`src/rtl/fmm_matrix_buf_ctrl.sv`:
```
// fmm_matrix_buf_ctrl: arbitrates one writer and one reader onto a single-port matrix BRAM, with optional zero-fill.
// Latency: BRAM port driven 1 cycle after a grant; read data returned 2 cycles after the read handshake.
// Backpressure: ready is the combinational grant; zero-fill, drain and idle hold both requesters off.
module fmm_matrix_buf_ctrl #(
  parameter int ROWS = 320,
  parameter int COLS = 320,
  parameter int AW   = 17,
  parameter int DW   = 32
) (
  input  logic          ap_clk,
  input  logic          ap_rst_n,
  // block-level handshake
  input  logic          ap_start,
  input  logic          clear_en,
  output logic          ap_ready,
  output logic          ap_done,
  output logic          ap_idle,
  input  logic          done_req,
  // write requester
  input  logic          wr_valid,
  output logic          wr_ready,
  input  logic [8:0]    wr_row,
  input  logic [8:0]    wr_col,
  input  logic [DW-1:0] wr_data,
  // read requester
  input  logic          rd_valid,
  output logic          rd_ready,
  input  logic [8:0]    rd_row,
  input  logic [8:0]    rd_col,
  output logic          rd_rvalid,
  output logic [DW-1:0] rd_rdata,
  // sticky coordinate error
  output logic          err_oob,
  // single-port BRAM, 1-cycle read latency
  output logic [AW-1:0] M_e_address0,
  output logic          M_e_ce0,
  output logic          M_e_we0,
  output logic [DW-1:0] M_e_d0,
  input  logic [DW-1:0] M_e_q0
);

  typedef enum logic [1:0] {
    S_IDLE  = 2'd0,
    S_CLEAR = 2'd1,
    S_SERVE = 2'd2,
    S_DRAIN = 2'd3
  } state_t;

  // Coordinate limits narrowed to the 9-bit coordinate width so compares stay width-matched.
  localparam logic [8:0] ROW_LIM  = 9'(ROWS);
  localparam logic [8:0] COL_LIM  = 9'(COLS);
  localparam logic [8:0] ROW_LAST = 9'(ROWS - 1);
  localparam logic [8:0] COL_LAST = 9'(COLS - 1);

  state_t     state;
  logic [8:0] row_cnt;     // zero-fill row (outer loop)
  logic [8:0] col_cnt;     // zero-fill column (inner loop)
  logic       drain_cnt;   // counts the two drain cycles
  logic       prio_wr;     // 1: writer wins the next contended cycle

  logic       start_acc;
  logic       serve_open;
  logic       contended;
  logic       wr_gnt;
  logic       rd_gnt;
  logic       wr_oob;
  logic       rd_oob;

  // read-return pipeline: stage 1 aligns with the BRAM request, stage 2 with M_e_q0
  logic       rd_pend1;
  logic       rd_oob1;
  logic       rd_zero2;

  // Row-major linear address r*320 + c built from shifts; matches a 320-column matrix.
  function automatic logic [AW-1:0] rc_addr(input logic [8:0] r, input logic [8:0] c);
    logic [AW-1:0] rr;
    logic [AW-1:0] cc;
    rr = AW'(r);
    cc = AW'(c);
    return (rr << 8) + (rr << 6) + cc;
  endfunction

  // Grant arbitration and start acceptance; everything here is same-cycle combinational.
  always_comb begin
    start_acc  = (state == S_IDLE) && ap_start;
    serve_open = (state == S_SERVE) && !done_req;
    contended  = serve_open && wr_valid && rd_valid;
    wr_gnt     = serve_open && wr_valid && (!rd_valid || prio_wr);
    rd_gnt     = serve_open && rd_valid && !wr_gnt;
    wr_oob     = (wr_row >= ROW_LIM) || (wr_col >= COL_LIM);
    rd_oob     = (rd_row >= ROW_LIM) || (rd_col >= COL_LIM);
  end

  assign ap_ready = start_acc;
  assign ap_idle  = (state == S_IDLE);
  assign wr_ready = wr_gnt;
  assign rd_ready = rd_gnt;

  // Out-of-range reads still return a response, forced to zero rather than stale BRAM output.
  assign rd_rdata = (rd_rvalid && !rd_zero2) ? M_e_q0 : '0;

  // Control FSM: session start, zero-fill sweep, serving with rotating priority, drain and done pulse.
  always_ff @(posedge ap_clk or negedge ap_rst_n) begin
    if (!ap_rst_n) begin
      state     <= S_IDLE;
      row_cnt   <= '0;
      col_cnt   <= '0;
      drain_cnt <= 1'b0;
      prio_wr   <= 1'b1;
      ap_done   <= 1'b0;
    end else begin
      ap_done <= 1'b0;
      case (state)
        S_IDLE: begin
          if (ap_start) begin
            row_cnt <= '0;
            col_cnt <= '0;
            // priority restarts with the writer on every serving session
            prio_wr <= 1'b1;
            state   <= clear_en ? S_CLEAR : S_SERVE;
          end
        end
        S_CLEAR: begin
          if (col_cnt == COL_LAST) begin
            col_cnt <= '0;
            if (row_cnt == ROW_LAST) begin
              row_cnt <= '0;
              state   <= S_SERVE;
            end else begin
              row_cnt <= row_cnt + 9'd1;
            end
          end else begin
            col_cnt <= col_cnt + 9'd1;
          end
        end
        S_SERVE: begin
          if (done_req) begin
            drain_cnt <= 1'b0;
            state     <= S_DRAIN;
          end else if (contended) begin
            // only a contested grant hands priority to the loser
            prio_wr <= !prio_wr;
          end
        end
        S_DRAIN: begin
          // two cycles cover the longest in-flight read before reporting done
          if (drain_cnt) begin
            ap_done <= 1'b1;
            state   <= S_IDLE;
          end else begin
            drain_cnt <= 1'b1;
          end
        end
        default: state <= S_IDLE;
      endcase
    end
  end

  // BRAM port registers, read-return pipeline and sticky error flag.
  always_ff @(posedge ap_clk or negedge ap_rst_n) begin
    if (!ap_rst_n) begin
      M_e_address0 <= '0;
      M_e_ce0      <= 1'b0;
      M_e_we0      <= 1'b0;
      M_e_d0       <= '0;
      rd_pend1     <= 1'b0;
      rd_oob1      <= 1'b0;
      rd_rvalid    <= 1'b0;
      rd_zero2     <= 1'b0;
      err_oob      <= 1'b0;
    end else begin
      M_e_ce0 <= 1'b0;
      M_e_we0 <= 1'b0;
      if (state == S_CLEAR) begin
        M_e_ce0      <= 1'b1;
        M_e_we0      <= 1'b1;
        M_e_d0       <= '0;
        M_e_address0 <= rc_addr(row_cnt, col_cnt);
      end else if (wr_gnt && !wr_oob) begin
        M_e_ce0      <= 1'b1;
        M_e_we0      <= 1'b1;
        M_e_d0       <= wr_data;
        M_e_address0 <= rc_addr(wr_row, wr_col);
      end else if (rd_gnt && !rd_oob) begin
        M_e_ce0      <= 1'b1;
        M_e_address0 <= rc_addr(rd_row, rd_col);
      end

      rd_pend1  <= rd_gnt;
      rd_oob1   <= rd_gnt && rd_oob;
      rd_rvalid <= rd_pend1;
      rd_zero2  <= rd_oob1;

      if (start_acc) begin
        err_oob <= 1'b0;
      end else if ((wr_gnt && wr_oob) || (rd_gnt && rd_oob)) begin
        err_oob <= 1'b1;
      end
    end
  end

  // Arbitration never grants both requesters in one cycle.
  a_single_grant : assert property (@(posedge ap_clk) disable iff (!ap_rst_n)
    !(wr_ready && rd_ready));

  // Requesters are only ever accepted while serving.
  a_ready_only_serve : assert property (@(posedge ap_clk) disable iff (!ap_rst_n)
    (state != S_SERVE) |-> !(wr_ready || rd_ready));

endmodule

```
`config.mk`:
```
export PLATFORM = sky130hd
export DESIGN_NAME = fmm_matrix_buf_ctrl
export DESIGN_NICKNAME = d
export VERILOG_FILES = /design/src/rtl/fmm_matrix_buf_ctrl.sv
export SDC_FILE = /design/constraint.sdc
export NUM_CORES = 1
export LEC_CHECK = 0
export ABC_CLOCK_PERIOD_IN_PS = 6200
export CORE_AREA = 2 2 110 112
export DETAILED_ROUTE_END_ITERATION = 10
export DIE_AREA = 0 0 112 114
export PLACE_DENSITY = 0.86
export SYNTH_ARGS = -nofsm -noshare
export SYNTH_HDL_FRONTEND = slang
export SYNTH_SLANG_ARGS = --single-unit
```
`constraint.sdc`:
```
create_clock -name ap_clk -period 6.2 [get_ports ap_clk]
set_clock_uncertainty 0.05 [all_clocks]
set_input_delay 1.24 -clock ap_clk [delete_from_list [all_inputs] [get_ports ap_clk]]
set_output_delay 1.24 -clock ap_clk [all_outputs]
set_load 0.02 [all_outputs]
```
==> metrics, run 1 <==
die height roughly 110 µm; hold_buf cts 0; CTS sink cnt a little under 80; final setup TNS 0 ns; I/O pin cnt between 150 and 200; clock root buffer clkbuf_16; largest net degree at the start of global routing 80; Rows 40; CTS HTree Levels 3; Switching Share between 40 and 50%; status complete, no violations; die area between 10,000 and 15,000 µm²; DR DRC count 0; adder-cell share of the synthesized area roughly 15%; vias per cell between 5 and 6; Post-synth ARST share between 90% and 100%; Worst Hold Class reg2reg; Yosys top cell area share approximately 34%; flops & latches, synth 79; IO buf count between 150 and 200; Yosys top cell by area dfrtp_1; hold_ws roughly 0.31 ns; Worst Path Class, Setup in2out; Internal approximately 1600 µW; CP max FO 5; Worst EP required between 4 and 5 ns; # Post-CTS Setup Buffers 0; Slew HR a little under a third; Final min period about 4.2 ns; final core utilization approximately two thirds; Seq/Total Area, Yosys 34.82%; cells after synthesis approximately 650; Peak Freq ~240 MHz; drt total wl ~17 mm; max_cap viols 0; 1st-pass router iterations 5; Setup crit end kind output pin; clk slew on worst S/H paths 0.06 ns; WP data arrival around 2.9 ns; TritonCTS buffer count 9; combinational share of power approximately half; ys flop type dfrtp_1; GR peak layer met2; largest family of logic cells by synthesized area simple AND/OR/NAND/NOR gates; WL/cell 17.05 µm; peak supply drop about 0.28 mV; Synth Area in Simple Gates 20.84%; Core Box Area between 10,000 and 15,000 µm²; Synth Warn # 0; syn avg cell area just under 9 µm²; endpoints failing setup 0; RSZ-0062 raised after global routing no; count of cell types in the netlist 63; final hold viol count 0; Post-Syn Area roughly 5700 µm²; post-route insts no fill slightly below 1,000; ANT cells 0; Post-synth EDFFs 0; DP Wirelength 12.96 mm; initial antenna violation count 0; Least-Margin Pin Slew 1.009 ns; met1 GRT Util between 30% and 40%; Net Count, Synth ~800; TritonCTS clock tree built; pwr dens 328.2 nW/µm²; DP Cell Count 968; vias in the first global route around 5,400; Synth area leaders dfrtp_1 34%, ha_1 13%, nand2_1 7.2%; worst skew pair latency approximately 0.34 ns; mux cell area share after synthesis under 10%; gr usage total between 20% and 30%; Initial Util between 40 and 50%; Clock power frac 19.0%; Setup WS post-layout 2.035 ns; net load switching power roughly 1100 µW; Synth Area in Compound Gates a little under a fifth; Slew Viols, Final 0; gr ovfl total 0; DR iter-0 viols 457; dpl ws roughly 1.9 ns; routability cong. roughly 0.94; CTS resizes 0; xor and xnor area share after synthesis 1.388%; Final ANT Viol Nets 0; Area growth syn-to-layout 41.10%; WHS Path Cells 0; Chip Width ~110 µm; final net count approximately 1,000; Seq pwr share 30.5%; Leakage around 0.0036 µW; met3 Track Usage GR under 10%; first-pass GRT wire length between 20 and 30 mm; CP startpoint kind primary input; R2R depth 9; layout cells sized above 1 about 5.5%; CTS max path bufs 2; M2 GR Usage between 40% and 50%; vias after detailed routing around 5,700; period utilization 67.18%
-- layout make-up --
cell class	count	area [µm²]
inverters	36	135.1
repair buffers	199	1982
flip-flops and latches	79	1978
clock inverters	7	55.05
multi-input cells	507	3456
well taps	147	183.9
clock buffers	9	225.2
fillers	899	3696
-- sequential cells by signal, summed over array words and instances, names as in the netlist, 2 cells and up --
name,cells
col_cnt,9
M_e_address0,17
state,2
row_cnt,9
M_e_d0,32
-- placed cells by master, fill, tap and decap left out, drive strengths merged, types with 9 or more instances in the layout --
cell type,netlist,layout
nor2b,9,9
nor2,25,25
clkbuf,17,9
nand3,17,17
mux2i,19,19
clkdlybuf4s50,0,195
nand2,110,110
inv,35,38
dfrtp,78,78
o21ai,44,44
nor3,10,10
and2,39,39
ha,57,57
a21oi,51,51
-- worst paths after layout --
path | end | startpoint | slack, ns
setup / recovery | rd_ready | done_req | 2.03
hold / removal | rd_zero2 | rd_oob1 | 0.31
setup reg to reg | M_e_address0[15] | row_cnt[0] | 3.10
hold reg to reg | rd_zero2 | rd_oob1 | 0.31
max in group asynchronous | rd_zero2 | ap_rst_n | 4.44
min in group asynchronous | M_e_d0[0] | ap_rst_n | 1.02
-- logic make-up after synthesis --
kind of cell / Yosys count
fa+ha+maj: 63
simple gates: 242
xor+xnor: 9
mux: 27
buf+inv: 62
compound gates: 166
flops: 79
-- worst max-delay path, cell delays in order --
cell and delay [ns]:
clkdlybuf4s50_1 0.47, nand3b_1 0.26, a21oi_1 0.23, clkdlybuf4s50_1 0.67
-- stage by stage --
stage	area [µm²]	total power [µW]
after global placement	7735	2092
after CTS	8015	2640
after floorplan	5680	1540
after global routing	8015	2791
final	8015	2630
after detailed placement	7735	2130
-- power groups by stage --
stage | clock, µW | sequential, µW | combinational, µW
6_report | 499 | 802 | 1330
2_1_floorplan | 0 | 960 | 579
3_3_place_gp | 0 | 801 | 1290
3_5_place_dp | 0 | 808 | 1320
5_1_grt | 534 | 825 | 1430
4_1_cts | 507 | 802 | 1330
-- synth_stat cells (4+ instances only) --
library cell / number
a31oi_1: 4
nor3_1: 9
o21a_1: 5
or3_1: 5
mux2i_1: 19
xnor2_1: 5
inv_1: 34
o211ai_1: 7
or2_2: 4
nor2b_1: 9
ha_1: 57
fa_1: 6
a211oi_1: 8
nand3_1: 16
xor2_1: 4
dfrtp_1: 78
a211o_1: 4
o21ai_1: 6
o31ai_2: 4
o22ai_1: 6
buf_2: 8
o21ai_0: 38
and2_1: 39
nand2_1: 109
nor2_1: 25
clkbuf_1: 17
mux2_2: 8
o41ai_1: 6
a21oi_1: 51
nand2b_1: 8
-- layer usage --
layer	vias to the layer above	wire, µm
met1	2714	6859
met5	-	0
li1	2662	-
met2	244	8284
met4	0	397
met3	33	1239
(Power assumes the default switching activity.)
==> inputs of run 2 (changes only) <==
ABC_CLOCK_PERIOD_IN_PS = 4200   (was 6200)
CORE_AREA = 2 2 115 117   (was 2 2 110 112)
DIE_AREA = 0 0 117 119   (was 0 0 112 114)
PLACE_DENSITY = 0.8   (was 0.86)
clock period = 4.2 ns   (was 6.2 ns; I/O delays follow)
==> metrics, run 2 (synthesis results as in run 1) <==
1st-pass router iterations 5; Worst Hold Class reg2reg; Peak Freq 284.5 MHz; origin of the critical flop-to-flop path row_cnt[0]; Worst path slowest cell fa_1; initial antenna violation count 0; # Post-CTS Setup Buffers 0; crit-path leading delay family adder cells; IO buf count approximately 200; final setup TNS 0 ns; Initial Util approximately 44%; CP peak stage delay around 0.59 ns; CTS resizes 0; TritonCTS clock tree built; TritonCTS buffer count 9; Chip Width 117 µm; CP startpoint rd_row[0]; routability cong. slightly below 0.9; status complete, no violations; Leakage between 0.003 and 0.004 µW; final core utilization about 63%; hold_ws roughly 0.32 ns; most frequent cells in the layout 195 x clkdlybuf4s50_1, 109 x nand2_1, 78 x dfrtp_1; Post-DP Area roughly 7800 µm²; Reg2Reg Setup Slack between 1 and 1.5 ns; largest net degree at the start of global routing 80; hold_buf cts 0; gr usage total between 20% and 30%; peak supply drop roughly 0.38 mV; cell count along the critical path 10; CTS sink cnt roughly 80; DP Wirelength ~12 mm; endpoints failing setup 0; Top Registers M_e_d0 (32), M_e_address0 (17); Rows 42; Worst Path Class, Setup in2reg; WP data arrival between 3 and 4 ns; I/O pin cnt 197; FILL cells 1,093; vias in the first global route 5,163; Setup crit end kind flip-flop; die height approximately 120 µm; gr ovfl total 0; worst r2r dst M_e_address0[15]; max FFs per register 32; die area about 14,000 µm²; Slew Viols, Final 0; R2R depth 9; Core Box Area about 13,000 µm²; Slew HR between 20% and 30%; CP Cell Sequence clkdlybuf4s50_1 -> inv_1 -> fa_1 -> inv_1 -> ha_1 -> a211oi_1 -> o21ai_0 -> nand3_1 -> or3b_1 -> a311o_1; CP startpoint kind primary input; first-pass GRT wire length roughly 25 mm; RSZ-0062 raised after global routing no; period utilization ~84%; Final ANT Viol Nets 0; Least-Margin Pin Slew ~1.1 ns; clock root buffer clkbuf_16; DR DRC count 0; Final min period approximately 3.5 ns; final net count 1,005; crit path to M_e_address0[14]; layout cells sized above 1 about 5.6%; Area growth syn-to-layout 43.26%; Pwr Total ~4100 µW; final hold viol count 0; vias after detailed routing 5,488; CP max FO 3; Worst EP required around 4.4 ns; drt total wl ~16 mm; commonest non-fill, non-tap cell in the layout clkdlybuf4s50_1; worst skew pair latency 0.34 ns; ANT cells 0; WL/cell around 16 µm; DR iter-0 viols 451; CTS HTree Levels 3; pwr dens roughly 500 nW/µm²; clk slew on worst S/H paths about 0.060 ns; CTS max path bufs 2; max_cap viols 0; worst path bufs/invs 3; CP most frequent cell inv_1; Most flops, register M_e_d0; vias per cell around 5.4; post-route cell area 8138 µm²
[run 2: area by class of cell]
class	instances	area (µm²)	area share (%)
Clock inverter	6	116.4	1.430
Inverter	36	135.1	1.661
Clock buffer	10	229.0	2.814
Timing Repair Buffer	202	2004	24.63
Sequential cell	79	1978	24.31
Tap cell	176	220.2	2.706
Multi-Input combinational cell	507	3455	42.45
[run 2: power by group]
| group | switching (µW) | internal, µW | total [µW] |
|---|---|---|---|
| sequential | 154 | 1010 | 1170 |
| combinational | 1080 | 896 | 1970 |
| clock | 325 | 585 | 910 |
[run 2: worst min path at each step]
stage / from / end / slack, ns / cells past startpoint
2_1_floorplan: rd_pend1 / rd_rvalid / 0.28 / 0
5_1_grt: rd_oob1 / rd_zero2 / 0.34 / 0
6_report: rd_oob1 / rd_zero2 / 0.32 / 0
3_3_place_gp: rd_oob1 / rd_zero2 / 0.28 / 0
4_1_cts: rd_oob1 / rd_zero2 / 0.32 / 0
3_5_place_dp: rd_oob1 / rd_zero2 / 0.30 / 0
[run 2: routing by layer]
metal	vias up	part of all wire, %	GRT usage [%]
met2	212	48	38.40
li1	2671	-	-
met3	21	7.9	5.751
met4	0	1.4	5.441
met1	2584	42	29.37
met5	-	0	0
[run 2: through the flow]
stage                     setup WS, ns  instances
final                           0.6851       1016
after global routing            0.5413       1016
after CTS                       0.7003       1016
after detailed placement        0.3341       1000
after global placement          0.3868       1000
after floorplan                  1.053        648
==> inputs of run 3 (changes only) <==
ABC_CLOCK_PERIOD_IN_PS = 3210   (was 4200)
CORE_AREA = 2 2 120 122   (was 2 2 115 117)
DIE_AREA = 0 0 122 124   (was 0 0 117 119)
PLACE_DENSITY = 0.77   (was 0.8)
clock period = 3.21 ns   (was 4.2 ns; I/O delays follow)
==> metrics, run 3 (synthesis results as in run 1) <==
status complete, no violations; Initial Util between 40% and 50%; hold_buf cts 0; Switching Share approximately two fifths; Worst EP required between 3 and 4 ns; clk slew on worst S/H paths ~0.070 ns; TritonCTS buffer count 9; RSZ-0062 raised after global routing yes; Top Registers M_e_d0 (32), M_e_address0 (17); I/O pin cnt between 150 and 200; vias in the first global route between 5,000 and 6,000; DR DRC count 0; Leakage about 0.0037 µW; Internal around 3200 µW; vias per cell a little over 5; drt total wl ~16 mm; gr ovfl total 0; CTS sink cnt 79; most frequent cells in the layout 195 x clkdlybuf4s50_1, 109 x nand2_1, 78 x dfrtp_1; period utilization around 96%; CTS HTree Levels 3; Pwr Total 5224 µW; Multi-input gate area about 3500 µm²; Setup crit end kind flip-flop; endpoints failing setup 0; layout cells sized above 1 ~9.1%; final core utilization between 60% and 70%; Seq pwr share between 20 and 30%; pwr dens about 630 nW/µm²; Core Box Area ~14,000 µm²; gr usage total between 20% and 30%; Most flops, register M_e_d0; CTS max path bufs 2; Worst Hold Class reg2reg; Final min period 3.070 ns; final net count roughly 1,000; # Post-CTS Setup Buffers 0; routability cong. 0.8818; CP startpoint kind primary input; clock root buffer clkbuf_16; register area a little under 2000 µm²; Final ANT Viol Nets 0; initial antenna violation count 0; DR iter-0 viols 313; combinational share of power 50.5%; Chip Width around 120 µm; TritonCTS clock tree built; largest net degree at the start of global routing 80; vias after detailed routing around 5,400; Area growth syn-to-layout 46.48%; peak supply drop approximately 0.53 mV; CP max FO 4; final setup TNS 0 ns; worst skew pair latency about 0.34 ns; first-pass GRT wire length roughly 25 mm; Slew Viols, Final 0; IO buf count slightly below 200; max_cap viols 0; commonest non-fill, non-tap cell in the layout clkdlybuf4s50_1; WP data arrival about 3.2 ns; die area about 15,000 µm²; Rows 43; Least-Margin Pin Slew 1.020 ns; Worst Path Class, Setup in2reg; WHS Path Cells 0; FILL cells 1,187; 1st-pass router iterations 4; die height 124 µm; WL/cell roughly 15 µm; max FFs per register 32; Peak Freq about 330 MHz; Slew HR a little under a third; Clock power frac approximately a fifth; DP Wirelength about 12 mm; net load switching power around 2000 µW; final hold viol count 0; R2R depth 10; ANT cells 0
==> run 3: per-layer routing <==
metal	vias to the layer above	track usage, %	wire [µm]
met5	-	0	0
met4	0	4.382	135
met3	10	5.220	1092
li1	2720	-	-
met1	2516	28.22	7283
met2	176	35.09	7342
==> run 3: critical path, cell delays in order <==
cell	delay [ns]
clkdlybuf4s50_1	0.47
inv_1	0.06
fa_1	0.50
buf_4	0.16
fa_1	0.43
nor2b_2	0.15
o31a_1	0.24
o22ai_1	0.10
a211oi_1	0.31
a32oi_1	0.15
==> run 3: through the flow <==
stage	hold WS, ns	instances	setup WS [ns]	instance area [µm²]
after floorplan	0.2812	648	0.2608	5680
after global placement	0.2963	1028	-0.2884	7979
after detailed placement	0.2902	1028	-0.3851	7979
after CTS	0.3045	1044	0.01684	8284
after global routing	0.3234	1044	-0.007027	8320
final	0.3039	1044	0.1400	8320
==> run 3: worst paths after layout <==
check                      slack [ns]               end       start
max                              0.14  M_e_address0[13]   rd_col[8]
min                              0.30         rd_rvalid    rd_pend1
max reg2reg                      0.43  M_e_address0[15]  col_cnt[8]
min reg2reg                      0.30         rd_rvalid    rd_pend1
max in group asynchronous        2.02         drain_cnt    ap_rst_n
min in group asynchronous        0.41         M_e_d0[7]    ap_rst_n
==> run 3: what timing repair did <==
item | CTS | global route
pin swaps | 0 | 3
gates resized for setup | 1 | 6
setup endpoints to repair | 1 | 4
==> run 3: layout make-up <==
type / count / area share (%)
timing repair buffer: 226 / 26.26
multi-input combinational: 507 / 41.97
sequential: 79 / 23.77
inverter: 36 / 1.624
tap: 180 / 2.707
clock buffer: 9 / 2.707
clock inverter: 7 / 0.9624
==> run 3: power by group through the flow <==
stage                     clock, µW  sequential, µW  combinational (µW)
after CTS                      1070            1540                2650
after global routing           1110            1580                2880
after global placement            0            1540                2600
final                          1050            1540                2640
after floorplan                   0            1850                1120
after detailed placement          0            1560                2630
